===== config.mk =====
export PLATFORM = sky130hd
export DESIGN_NAME = result_collector
export DESIGN_NICKNAME = d
export VERILOG_FILES = /design/src/rtl/systolic_pkg.sv /design/src/rtl/result_collector.sv
export SDC_FILE = /design/constraint.sdc
export NUM_CORES = 1
export LEC_CHECK = 0
export ABC_AREA = 1
export CAP_MARGIN = 20
export CORE_UTILIZATION = 55
export CTS_CLUSTER_DIAMETER = 200
export DETAILED_ROUTE_END_ITERATION = 10
export PLACE_DENSITY = 0.85
export SLEW_MARGIN = 5
export SYNTH_ARGS = -nofsm -noshare
export SYNTH_HDL_FRONTEND = slang
export SYNTH_SLANG_ARGS = --single-unit

===== constraint.sdc =====
create_clock -name clk -period 17.2 [get_ports clk]
set_input_delay 3.44 -clock clk [delete_from_list [all_inputs] [get_ports clk]]
set_output_delay 3.44 -clock clk [all_outputs]
set_load 0.05 [all_outputs]

===== src/rtl/systolic_pkg.sv =====
// Shared types and index-width helpers for the systolic array frame blocks.
package systolic_pkg;

  // Result collector operating modes: gather rows, then stream elements.
  typedef enum logic {
    COLLECT = 1'b0,
    DRAIN   = 1'b1
  } collector_state_t;

  // Default array dimension used by the frame; blocks may override locally.
  localparam int SYS_MATRIX_SIZE = 2;

  // Row/column index width shared by the scheduler, skewer and collector.
  localparam int IDX_W = $clog2(SYS_MATRIX_SIZE);

  // Index width for an arbitrary dimension, never narrower than one bit.
  function automatic int idx_width(input int n);
    return (n > 1) ? $clog2(n) : 1;
  endfunction

endpackage


===== src/rtl/result_collector.sv =====
// Gathers MATRIX_SIZE result rows from the systolic frame into a local
// buffer, then streams the matrix row-major one element per handshake.
module result_collector
  import systolic_pkg::*;
#(
  parameter int MATRIX_SIZE = 2,
  parameter int DATA_SIZE   = 32,
  parameter int COUNT_WIDTH = 16
) (
  input  logic                   clk,
  input  logic                   reset,
  input  logic                   in_valid,
  input  logic [DATA_SIZE-1:0]   in_row [MATRIX_SIZE],
  output logic                   in_ready,
  output logic                   out_valid,
  input  logic                   out_ready,
  output logic [DATA_SIZE-1:0]   out_data,
  output logic                   out_last,
  output logic                   busy,
  output logic [COUNT_WIDTH-1:0] frame_count
);

  localparam int W = idx_width(MATRIX_SIZE);
  localparam logic [W-1:0] LAST_IDX = W'(MATRIX_SIZE - 1);

  collector_state_t       state_reg, state_next;
  logic [W-1:0]           row_idx_reg, row_idx_next;
  logic [W-1:0]           col_idx_reg, col_idx_next;
  logic [W-1:0]           elem_row_reg, elem_row_next;
  logic [COUNT_WIDTH-1:0] frame_count_reg, frame_count_next;

  logic [DATA_SIZE-1:0]   buf_mem [MATRIX_SIZE][MATRIX_SIZE];
  logic [MATRIX_SIZE-1:0] row_wr_en;

  logic in_fire;
  logic out_fire;

  // One write enable per buffer row, selected by the current row index.
  for (genvar gi = 0; gi < MATRIX_SIZE; gi++) begin : g_row_wr_en
    assign row_wr_en[gi] = in_fire && (row_idx_reg == W'(gi));
  end

  // Buffer capture; slots are only written in COLLECT, so DRAIN reads are stable.
  always_ff @(posedge clk) begin
    for (int r = 0; r < MATRIX_SIZE; r++) begin
      if (row_wr_en[r]) begin
        for (int c = 0; c < MATRIX_SIZE; c++) begin
          buf_mem[r][c] <= in_row[c];
        end
      end
    end
  end

  // State, index and frame counter registers.
  always_ff @(posedge clk or posedge reset) begin
    if (reset) begin
      state_reg       <= COLLECT;
      row_idx_reg     <= '0;
      col_idx_reg     <= '0;
      elem_row_reg    <= '0;
      frame_count_reg <= '0;
    end else begin
      state_reg       <= state_next;
      row_idx_reg     <= row_idx_next;
      col_idx_reg     <= col_idx_next;
      elem_row_reg    <= elem_row_next;
      frame_count_reg <= frame_count_next;
    end
  end

  // Next-state and output decode; outputs depend only on registered values.
  always_comb begin
    state_next       = state_reg;
    row_idx_next     = row_idx_reg;
    col_idx_next     = col_idx_reg;
    elem_row_next    = elem_row_reg;
    frame_count_next = frame_count_reg;

    in_ready  = (state_reg == COLLECT);
    out_valid = (state_reg == DRAIN);
    busy      = (state_reg == DRAIN);
    out_last  = (state_reg == DRAIN) && (elem_row_reg == LAST_IDX) &&
                (col_idx_reg == LAST_IDX);
    out_data  = out_valid ? buf_mem[elem_row_reg][col_idx_reg] : '0;

    in_fire  = in_valid && in_ready;
    out_fire = out_valid && out_ready;

    case (state_reg)
      COLLECT: begin
        if (in_fire) begin
          if (row_idx_reg == LAST_IDX) begin
            row_idx_next  = '0;
            col_idx_next  = '0;
            elem_row_next = '0;
            state_next    = DRAIN;
          end else begin
            row_idx_next = row_idx_reg + W'(1);
          end
        end
      end
      DRAIN: begin
        if (out_fire) begin
          if (col_idx_reg == LAST_IDX) begin
            col_idx_next = '0;
            if (elem_row_reg == LAST_IDX) begin
              elem_row_next    = '0;
              frame_count_next = frame_count_reg + COUNT_WIDTH'(1);
              state_next       = COLLECT;
            end else begin
              elem_row_next = elem_row_reg + W'(1);
            end
          end else begin
            col_idx_next = col_idx_reg + W'(1);
          end
        end
      end
      default: state_next = COLLECT;
    endcase
  end

  assign frame_count = frame_count_reg;

endmodule


# After elaboration in Yosys (flattened, before gate mapping)
# Memories as Yosys holds them, arrays and structs flattened.
# Index checks and enable logic that the tools add are counted.
word_totals:
  latch_bits: 0
  mem_bits_rw: 128
  ff_bits: 20
  out_inout_bits: 52
  rom_bits: 0
  memories: 1
  input_bits: 68
memory_table:
  columns: ["name", "depth", "word_bits", "read_ports", "rd_ports_with_merged_regs", "wr", "line", "source"]
  rows:
  - ["buf_mem", 2, 64, 1, 0, 1, "result_collector.sv:32", "logic [DATA_SIZE-1:0] buf_mem [MATRIX_SIZE][MATRIX_SIZE];"]
classes:
  addsub: 4
  n_bitwise: 3
  div: 0
  magnitude_cmp: 1
  mux: 27
  reduce_logical: 11
  shift: 0
  n_mul: 0
  n_eq_ne: 4
op_table:
  columns: ["cell", "n"]
  rows:
  - ["$mux 32", 4]
  - ["$mux 64", 1]
  - ["$reduce_or 64->1", 1]
  - ["$mux 1", 19]
  - ["$add 16x1->16 const B", 1]
  - ["$ne 2x1->1 const B", 4]
  - ["$reduce_and 4->1", 2]
  - ["$logic_and 1x1->1", 6]
  - ["$pmux 1 s2", 3]
  - ["$add 1x1->1 const B", 3]
  - ["$reduce_and 3->1", 1]
  - ["$ge 2x2->1 const B", 1]
  - ["$not 1->1", 2]
  - ["$not 1->2", 1]
  - ["$reduce_and 2->1", 1]

# Depth between registers and ports, before layout
logic_depth:
  word_depth: 7
  mapped_depth: 8

# Worst setup path after synthesis
# Ideal clock, no wire load.
synth_path:
  path_kind: "input port to flip-flop"
  from: "in in_valid"
  to: "mem buf_mem[0][0] (netlist bit), enable pin"
  cell_stages: 2
  path_buffers: 0
  slack_ns: 8.817
  arrival_ns: 7.819
  path_cell_list: "inv_1 > nor3_1"
synth_rtl:
  columns: ["element", "line", "source"]
  rows:
  - ["from (decl)", "result_collector.sv:12", "input logic in_valid,"]
  - ["$logic_and 1x1->1", "result_collector.sv:86", "in_fire = in_valid && in_ready;"]
  - ["$logic_and 1x1->1", "result_collector.sv:40", "assign row_wr_en[gi] = in_fire && (row_idx_reg == W'(gi));"]
  - ["via row_wr_en[0]", "result_collector.sv:33", "logic [MATRIX_SIZE-1:0] row_wr_en;"]
  - ["$mux 1", "result_collector.sv:46", "if (row_wr_en[r]) begin"]
  - ["$mux 1 (not written as such)", "result_collector.sv:48", "buf_mem[r][c] <= in_row[c];"]
  - ["$mux 1 (no source line)", null, null]
  - ["to (decl)", "result_collector.sv:32", null]
# The timed path passes the listed nets, and every way through them passes these cells.

# Worst setup path in the final report
layout_path:
  from: "reg col_idx_reg"
  to: "out out_data[19]"
layout_between:
  elab_chain_len: 5
layout_lines:
  columns: ["element", "line", "source"]
  rows:
  - ["from (decl)", "result_collector.sv:28", "logic [W-1:0] col_idx_reg, col_idx_next;"]
  - ["from (signal assigned)", "result_collector.sv:65", "col_idx_reg <= col_idx_next;"]
  - ["$not 1->2 (not written as such)", "result_collector.sv:84", "out_data = out_valid ? buf_mem[elem_row_reg][col_idx_reg] : '0;"]
  - ["$mux 32 (not written as such) (3 in series)", "result_collector.sv:84", null]
  - ["$mux 32", "result_collector.sv:84", null]
  - ["to (decl)", "result_collector.sv:17", "output logic [DATA_SIZE-1:0] out_data,"]
# Every way passes these cells. The select of a mux whose other input is x is not followed.

==> results.md <==
* Yosys cell types at 28
* Setup bufs post-CTS at 0
* Mean Syn Cell Area at 12.4 sq um
* Max reg flops at 128
* Post-route ant nets at 0
* Placer congestion estimate at 0.858
* Initial antenna violation count at 0
* CTS tree: done
* Final worst-path cycle share at 41.0%
* Clk root buf: clkbuf_8
* Total grt overflow at 0
* Outcome: complete, no violations
* Slew of the pin with the lowest slew margin at 1.01 ns
* Pwr dens at 185 nW/um^2
* CTS Hold Buffers Added at 0
* EDFF count, synth at 128
* Main synth FF type: edfxtp_1
* Largest net degree at the start of global routing at 68
* Post-route setup TNS at 0 ns
* Complex-gate fraction of the synthesized area at 8.57%
* FP Rows at 37
* Final setup skew at 0.00544 ns
* Design area at 7750 sq um
* Die Y at 106 um
* Hold slack at 0.526 ns
* CTS Buf Count at 17
* Via count at 4,101
* Final Critical Period at 7.05 ns
* Async set-reset flop share out of synthesis at 13.5%
* CTS sink cnt at 148
* Syn-to-layout area delta at 31.1%
* First-pass DRT Iterations at 5
* Ports at 120
* Sequential cell area fraction in the yosys report at 73.5%
* Post-synthesis xor/xnor area fraction at 1.33%
* Mapped Area at 5910 sq um
* Worst-case clock buffer depth at 2
* First-pass GRT wire length at 19.8 mm
* Worst-path maximum fanout at 23
* HPWL Detailed at 8.00 mm
* Peak supply drop at 167 uV
* Crit path DAT at 3.61 ns
* Final setup fails at 0
* Worst setup EP type: primary output
* Skew-Pair Late Insertion Delay at 0.52 ns
* Die width at 106 um
* Crit Path Category: reg -> out
* Fraction of layout cells with a size suffix above 1 at 7.38%
* Remaining DRCs at 0
* Clock-pin slew on the worst setup and hold paths at 0.06 ns
* Synth Register Bits at 148
* Data required, critical path at 13.76 ns
* Starting DRT DRC Count at 305
* Core area at 10,400 sq um
* Top-count cell post-synth: nor2_1
* Post-DP Area at 7200 sq um
* Dpl cells at 713
* Synth Area in Simple Gates at 13.2%
* Main combinational cell family by area after synthesis: simple AND/OR/NAND/NOR gates
* Nets at 666
* Final Hold Viols at 0
* Post-synth top area cell: edfxtp_1
* IO Port Bufs at 119
* Pins Over Slew Limit at 0
* YS warnings at 0
* Unrepaired setup endpoints after global routing: no
* Top post-synthesis cells by area: edfxtp_1 (65%), dfrtp_1 (8.5%), nor2_1 (8.3%), o21ai_0 (4.6%), nand2_1 (2.6%)
* Synth cell count leaders: nor2_1 (130), edfxtp_1 (128), o21ai_0 (54)
* Synth Net Count at 546
* Synth Instances at 477
* Leak at 2.77 nW
* Die ar. at 11,200 sq um
* Finished Layout Cells at 746
* Rel. slew slack at 32.8%
* GR Util All Layers at 23.8%
* Total Wirelength at 12.7 mm
* Post-Synth Adder-Cell Area at 0.212%
* Hold Path Class: reg -> reg
* Total power at 0.00144 W
* Initial Utilization at 57.0%
* Fmax at 0.142 GHz
* Number of global-route vias before repair at 4,021
* H-tree levels at 4
* DR vias/cell at 5.50
* Critical path startpoint category: flip-flop
* Maxcap violations at 0
* Post-synth top area share at 65.0%
* Mux contribution to synthesized area at 0%
* ANT cells at 0
* WL/cell at 17.1 um
* Post-CTS Resized at 0
cell type report:
cell class,instances,area [sq um]
timing repair buffer,123,1230
multi-input combinational,285,1380
tap,136,170
inverter,22,85.1
fill,651,2620
clock inverter,12,108
clock buffer,20,425
sequential,148,4350
cells in the final DEF (no fill, tap or decap), types with 2 or more instances in the layout:
master           count
inv_6                2
clkinv_1             2
a21oi_1             17
nand3_1              4
xnor2_1              3
clkbuf_16           16
nand3_4              2
xor2_1               6
clkinvlp_4           2
edfxtp_1           128
inv_2                3
o32ai_1             15
nor2_4               2
nor2_1             130
clkinv_2             3
clkinv_4             3
clkdlybuf4s50_1    119
inv_1               17
o21ai_0             54
buf_4                3
clkbuf_1             3
nor3_1               2
dfrtp_1             19
nand2_1             41
power breakdown:
group,switching [W],internal (W)
sequential,0.0000329,0.000452
combinational,0.000435,0.000188
clock,0.000138,0.000192
total,0.000605,0.000831
layer usage:
metal	up-vias	track usage (%)	part of all wire, %
met5	-	0	0
met4	0	8.23	1.4
met3	18	7.48	8.2
met2	184	38.6	51
met1	1987	30.3	40
li1	1912	-	-
worst paths after layout:
path | from | end | slack, ns | cells past startpoint
min | row_idx_reg | row_idx_reg | 0.53 | 1
max in group asynchronous | reset | elem_row_reg | 13.32 | 2
max reg2reg | busy | buf_mem[1][6] | 15.12 | 4
max | col_idx_reg | out_data[19] | 10.15 | 5
min reg2reg | row_idx_reg | row_idx_reg | 0.53 | 1
min in group asynchronous | reset | frame_count[9] | 3.36 | 2
kinds of logic after synthesis:
group | count (synthesis)
buffers and inverters | 44
XOR/XNOR | 9
AND/OR/NAND/NOR | 186
flip-flops | 148
adder cells (fa/ha/maj) | 1
AO/OA/AOI/OAI | 89
through the flow:
step | setup WS [ns] | util, %
2_1_floorplan | 8.82 | -
3_3_place_gp | 10.70 | 69.4
3_5_place_dp | 10.61 | 69.4
4_1_cts | 10.03 | 74.5
5_1_grt | 9.90 | 74.7
6_report | 10.15 | 74.7
critical path, stage by stage (launching register included):
cell	delay [ns]
dfrtp_1	0.87
clkinv_1	0.72
nor2_1	0.29
o21ai_0	0.15
a21oi_1	0.21
clkdlybuf4s50_1	0.83
Power figures use the tool's default switching activity.
